===== config.mk =====
export PLATFORM = sky130hd
export DESIGN_NAME = uart_tx_fifo
export DESIGN_NICKNAME = d
export VERILOG_FILES = /design/src/rtl/uart_tx_fifo.sv
export SDC_FILE = /design/constraint.sdc
export NUM_CORES = 1
export LEC_CHECK = 0
export BUFFER_PORTS_ARGS = -buffer_cell sky130_fd_sc_hd__buf_2
export CORE_AREA = 2 2 90 92
export CTS_CLUSTER_DIAMETER = 120
export DETAILED_ROUTE_END_ITERATION = 12
export DIE_AREA = 0 0 92 94
export GPL_TIMING_DRIVEN = 1
export SYNTH_ARGS = -nofsm -noshare
export SYNTH_HDL_FRONTEND = slang
export SYNTH_SLANG_ARGS = --single-unit

===== constraint.sdc =====
create_clock -name clk -period 2.4 [get_ports clk]
set_input_delay 0.12 -clock clk [delete_from_list [all_inputs] [get_ports clk]]
set_output_delay 0.12 -clock clk [all_outputs]
set_load 0.01 [all_outputs]

===== src/rtl/uart_tx_fifo.sv =====
// uart_tx_fifo: 8N1 UART transmitter fed by a val/rdy circular-buffer FIFO (clk, resetb, in_val/in_rdy/in_msg in, tx/busy/count out)
module uart_tx_fifo #(
  parameter int CLKS_PER_BIT = 4167,
  parameter int FIFO_DEPTH   = 4
) (
  input  logic                          clk,
  input  logic                          resetb,
  input  logic                          in_val,
  output logic                          in_rdy,
  input  logic [7:0]                    in_msg,
  output logic                          tx,
  output logic                          busy,
  output logic [$clog2(FIFO_DEPTH):0]   count
);
  localparam int AW = $clog2(FIFO_DEPTH);
  localparam int CW = AW + 1;
  localparam int BW = $clog2(CLKS_PER_BIT);
  localparam logic [BW-1:0] BAUD_LAST = BW'(CLKS_PER_BIT - 1);
  typedef enum logic [1:0] {IDLE, START, DATA, STOP} state_t;
  state_t          state_q, state_d;
  logic [BW-1:0]   baud_q, baud_d;
  logic [2:0]      bit_q, bit_d;
  logic [7:0]      shift_q, shift_d;
  logic            tx_q, tx_d;
  logic [AW-1:0]   wr_q, wr_d, rd_q, rd_d;
  logic [CW-1:0]   count_q, count_d;
  logic [7:0]      mem_q [FIFO_DEPTH];
  logic            push, pop, last;
  assign in_rdy = count_q != CW'(FIFO_DEPTH);
  assign push   = in_val && in_rdy;
  assign last   = baud_q == BAUD_LAST;
  always_comb begin
    state_d = state_q;
    tx_d    = tx_q;
    baud_d  = last ? '0 : baud_q + BW'(1);
    bit_d   = bit_q;
    shift_d = shift_q;
    pop     = 1'b0;
    case (state_q)
      IDLE: begin
        baud_d = '0;
        tx_d   = 1'b1;
        if (count_q != '0) begin
          pop     = 1'b1;
          shift_d = mem_q[rd_q];
          tx_d    = 1'b0;
          state_d = START;
        end
      end
      START: if (last) begin
        tx_d    = shift_q[0];
        bit_d   = '0;
        state_d = DATA;
      end
      DATA: if (last) begin
        shift_d = shift_q >> 1;
        bit_d   = bit_q + 3'd1;
        tx_d    = (bit_q == 3'd7) ? 1'b1 : shift_q[1];
        state_d = (bit_q == 3'd7) ? STOP : DATA;
      end
      STOP: if (last) begin
        pop     = count_q != '0;
        shift_d = pop ? mem_q[rd_q] : shift_q;
        tx_d    = !pop;
        state_d = pop ? START : IDLE;
      end
      default: state_d = IDLE;
    endcase
    wr_d    = wr_q + AW'(push);
    rd_d    = rd_q + AW'(pop);
    count_d = count_q + CW'(push) - CW'(pop);
  end
  always_ff @(posedge clk or negedge resetb) begin
    if (!resetb) begin
      state_q <= IDLE;
      tx_q    <= 1'b1;
      baud_q  <= '0;
      bit_q   <= '0;
      shift_q <= '0;
      wr_q    <= '0;
      rd_q    <= '0;
      count_q <= '0;
    end else begin
      state_q <= state_d;
      tx_q    <= tx_d;
      baud_q  <= baud_d;
      bit_q   <= bit_d;
      shift_q <= shift_d;
      wr_q    <= wr_d;
      rd_q    <= rd_d;
      count_q <= count_d;
    end
  end
  always_ff @(posedge clk) begin
    if (push) mem_q[wr_q] <= in_msg;
  end
  assign tx    = tx_q;
  assign busy  = (state_q != IDLE) || (count_q != '0);
  assign count = count_q;
endmodule


# After elaboration in Yosys (flattened, before gate mapping)
# Memories as Yosys holds them, arrays and structs flattened.
# Index checks and enable logic that the tools add are counted.
[op_classes]
n_addsub = 6
eq_ne = 10
n_mux = 27
reduce_logical = 12
[ops]
columns = ["op", "n"]
rows = [
  ["two-way mux 13 bit", 2],
  ["two-way mux 8 bit", 3],
  ["case mux 8 bit (3 select lines)", 1],
  ["adder 13 x 1 -> 13 bit (second input constant)", 1],
  ["== test 13 bit (second input constant)", 1],
  ["two-way mux 1 bit", 11],
  ["AND reduction 3 bit", 3],
  ["two-way mux 2 bit", 4],
  ["inequality test 2 bit (second input constant)", 4],
  ["case mux 2 bit (4 select lines)", 1],
  ["two-way mux 3 bit", 2],
  ["case mux 3 bit (2 select lines)", 1],
  ["nonzero test 3 bit", 2],
  ["adder 2 x 1 -> 2 bit", 2],
  ["== test 2 bit (second input constant)", 2],
  ["case mux 1 bit (4 select lines)", 1],
  ["AND reduction 4 bit", 1],
  ["nonzero test 2 bit", 2],
  ["adder 3 x 1 -> 3 bit", 1],
  ["adder 3 x 1 -> 3 bit (second input constant)", 1],
  ["== test 3 bit (second input constant)", 1],
  ["inequality test 3 bit (second input constant)", 1],
  ["subtractor 3 x 1 -> 3 bit", 1],
  ["== test 2 x 1 -> 1 bit (second input constant)", 1],
  ["other kinds (5)", 5],
]
[word_totals]
register_bits = 34
ram_bits = 32
input_bits = 11
out_inout_bits = 6
word_cells = 64
n_memories = 1
[memory_table]
columns = ["name", "depth", "width", "read_ports", "rd_ports_with_merged_regs", "write_ports", "line_no", "source"]
rows = [
  ["mem_q", 4, 8, 1, 0, 1, "27", "logic [7:0] mem_q [FIFO_DEPTH];"],
]

# Longest topological paths before layout
[logic_depth]
depth_word = 4
depth_mapped = 10

# Worst setup path before layout
# No wires, ideal clock.
[synth_path]
path_kind = "reg-to-reg"
startpoint = "register baud_q[0]"
endpoint = "register count_q[2] (netlist: count[2])"
t_arrival_ns = 2.188
path_slack_ns = 0.089
stages_incl_launch_ff = 11
n_path_buf = 0
period_less_slack_ns = 2.311
cell_sequence = "dfrtp_1 > inv_1 > ha_1 > and4bb_2 > a41oi_1 > nor3_1 > xnor2_1 > ha_1 > fa_1 > xnor2_1 > xnor2_1"
[synth_via]
elab_chain_cells = 4
[synth_lines]
columns = ["element", "line_no", "source"]
rows = [
  ["start: declaration", "21", "logic [BW-1:0] baud_q, baud_d;"],
  ["start signal: assignment", "86", "baud_q <= baud_d;"],
  ["== test 13 bit", "31", "assign last = baud_q == BAUD_LAST;"],
  ["two-way mux 1 bit", "61", "STOP: if (last) begin"],
  ["case mux 1 bit (2 select lines)", "39", "case (state_q)"],
  ["subtractor 3 x 1 -> 3 bit", "71", "count_d = count_q + CW'(push) - CW'(pop);"],
  ["net count_d[2]", "26", "logic [CW-1:0] count_q, count_d;"],
  ["end signal: assignment", "91", "count_q <= count_d;"],
  ["end: declaration", "26", ""],
]
# The timed path passes the listed nets, and every way through them passes these cells.
# A chain may end at the register's enable or synchronous reset.

# Worst setup path in the final report
[layout_path]
startpoint = "register baud_q[5]"
endpoint = "register count_q[2] (netlist: count[2])"
# The elaborated chain is that of the path after synthesis.

==> impl_metrics.tcl <==
set metrics [dict create \
    critical_path_peak_fanout 3 \
    cp.arrival_ns 2.51 \
    overflow 0 \
    worst-slew-pin-transition_ns 0.788 \
    fin_util 0.472 \
    placed_cell_area_sq_mm 0.00330 \
    finalInstanceArea_sq_mm 0.00359 \
    start_kind "flop" \
    gp_congestion 0.719 \
    clock_sinks 66 \
    finalMaxSlewViolations 0 \
    num_io_pins 17 \
    num_antenna_cells 0 \
    maxSlewHeadroom 0.475 \
    yosys_warnings 0 \
    yosysTopAreaCellShare 0.323 \
    synth.distinct_cells 41 \
    drtIter0Drc 84 \
    p_leak_uw 0.00145 \
    status "finished, final reports clean" \
    synth.largest_area_cell "edfxtp_1" \
    yosys-top-cells-area "edfxtp_1 (32%), dfrtp_1 (28%), mux4_2 (6.0%)" \
    drv_cap 0 \
    first_pass_iters 4 \
    via_count 1739 \
    die_y_um 94 \
    cts_buffers 9 \
    worstHoldPathType "in2reg" \
    post-route-period-util 0.954 \
    path_class "reg2reg" \
    ir_worst_vdd_mv 0.552 \
    clk_pin_slew_ns 0.08 \
    layout_commonest_cell "dfrtp_1" \
    reg2reg_slack_ns 0.11 \
    antenna_found_initial 0 \
    critPathLaunch "baud_q[5]" \
    wl_per_cell_um 14.3 \
    setup.worst_path.end "count[2]" \
    reg2reg_to "count[2]" \
    via_per_inst 4.83 \
    drc_errors 0 \
    grt_first_pass_wirelength_um 8680 \
    rsz0062_at_grt "yes" \
    htree_num_levels 3 \
    synthToLayoutAreaGrowth_pct 20.6 \
    drt-total-wl_um 5160 \
    dieArea_sq_mm 0.00865 \
    synth_nets 226 \
    rows 32 \
    final_hold_viol_count 0 \
    finalNetCount 277 \
    min_period_ns 2.29 \
    fillers 700 \
    die_w_um 92 \
    grt_max_degree 35 \
    syn_area_sq_mm 0.00298 \
    clock_skew_ns 0.00624 \
    avgSynthCellArea_sq_um 14.7 \
    timing.rr.start "baud_q[5]" \
    clock_path_buffers 2 \
    cp-end-kind "flop" \
    finalSetupViolCount 0 \
    synth-seq-cells 66 \
    hpwl_um 3550 \
    power_density_mw_per_mm2 740 \
    root_buffer "clkbuf_8" \
    yosysSeqAreaShare 0.609 \
    cp.required_ns 2.62 \
    initial_core_util 0.392 \
    ant_nets 0 \
    syn_inst 202 \
    final_cell_mix "dfrtp_1 (33), edfxtp_1 (32), buf_4 (20), nor2_1 (18), buf_2 (16)" \
    track_usage 0.135 \
    core_area_sq_mm 0.00761 \
    port-buffer-count 16 \
    cts_tree "yes" \
    grt_pass1_vias 1786 \
    rr_worst_depth 8 \
    clock_latency_ns 0.33 \
    drive_gt1_frac 0.322 \
    fmax_mhz 437 \
]
-- synthesized netlist by cell type --
cell type,number
dfrtp_1,33
edfxtp_1,32
nor2_1,18
mux2_2,13
ha_1,12
nand2_1,10
xor2_1,9
mux4_2,8
xnor2_1,8
inv_1,7
nor3_1,5
and3_1,4
nand4_1,4
clkbuf_1,3
a21oi_1,2
a32o_1,2
mux2i_1,2
nand3_1,2
nor3b_1,2
nor4_1,2
nor4b_4,2
o21ai_0,2
or3_1,2
a211oi_1,1
a21boi_0,1
a21o_1,1
a221oi_1,1
a221oi_4,1
a31oi_1,1
a41oi_1,1
and4_1,1
and4bb_2,1
buf_2,1
dfstp_2,1
fa_1,1
inv_2,1
mux2_1,1
nand2b_1,1
nand3_2,1
nor4b_1,1
or2_2,1
-- how the worst min path moves through the flow --
| stage | from | endpoint | slack (ns) | depth (start not counted) |
|---|---|---|---|---|
| 6_report | in_msg[0] | mem_q[0][0] | 0.02 | 1 |
| 3_3_place_gp | resetb | baud_q[6] | 0.24 | 1 |
| 2_1_floorplan | resetb | baud_q[0] | -0.18 | 0 |
| 3_5_place_dp | resetb | baud_q[6] | 0.25 | 1 |
| 5_1_grt | in_msg[0] | mem_q[0][0] | 0.02 | 1 |
| 4_1_cts | in_msg[1] | mem_q[0][1] | 0.001 | 1 |
-- flip-flops by register name, summed over array words and instances (netlist names) --
register,flops
baud_q,13
bit_q,3
count,3
mem_q,32
rd_q,2
shift_q,8
state_q,2
tx,1
wr_q,2
-- critical path, stage by stage (launching register included) --
cell and delay, ns:
dfrtp_1 0.41, nor4b_4 0.37, a41oi_2 0.18, nor3_2 0.28, xnor2_1 0.11, ha_2 0.18
fa_2 0.37, xnor2_2 0.15, xnor2_1 0.12
-- through the flow --
| stage | power [uW] | hold WS (ns) | setup slack [ns] | instances | TNS [ns] |
|---|---|---|---|---|---|
| 4_1_cts | 2680 | 0.000971 | 0.0423 | 356 | 0 |
| 3_3_place_gp | 1830 | 0.239 | 0.102 | 333 | 0 |
| 3_5_place_dp | 1850 | 0.245 | 0.0353 | 333 | 0 |
| 5_1_grt | 2810 | 0.0161 | -0.0342 | 360 | -0.0342 |
| 6_report | 2660 | 0.0157 | 0.111 | 360 | 0 |
| 2_1_floorplan | 1670 | -0.176 | 0.0888 | 202 | 0 |
-- timing repair --
| item | 4_1_cts | 5_1_grt |
|---|---|---|
| setup buffers | 0 | 3 |
| resized for setup | 1 | 4 |
| endpoints found under the setup margin | 1 | 1 |
| hold buffers | 7 | 1 |
| pin swaps | 0 | 8 |
| endpoints found under the hold margin | 57 | 1 |
-- per-layer routing --
layer  wire [um]  track usage
met1        2620        0.187
met2        2310        0.198
met3         120       0.0273
met4         114       0.0784
met5           0            0
-- kinds of logic after synthesis --
family          share of synthesized area
compound gates                     0.0378
xor+xnor                           0.0500
fa+ha+maj                          0.0571
buf+inv                            0.0155
flops                               0.609
mux                                 0.120
simple gates                        0.111
-- layout make-up --
cell class,instances,area [sq um],share of cell area
sequential,66,1810,0.505
multi-input combinational,124,1140,0.319
timing repair buffer,44,310,0.0864
tap,102,128,0.0355
clock buffer,9,124,0.0345
clock inverter,7,43.8,0.0122
inverter,8,30.0,0.00836
-- power breakdown --
part           switching, uW  total [uW]  internal (uW)
Clock                    434         805            371
Sequential              84.1        1440           1350
Combinational            215         416            200
Total                    733        2660           1930
(Power assumes the default switching activity.)
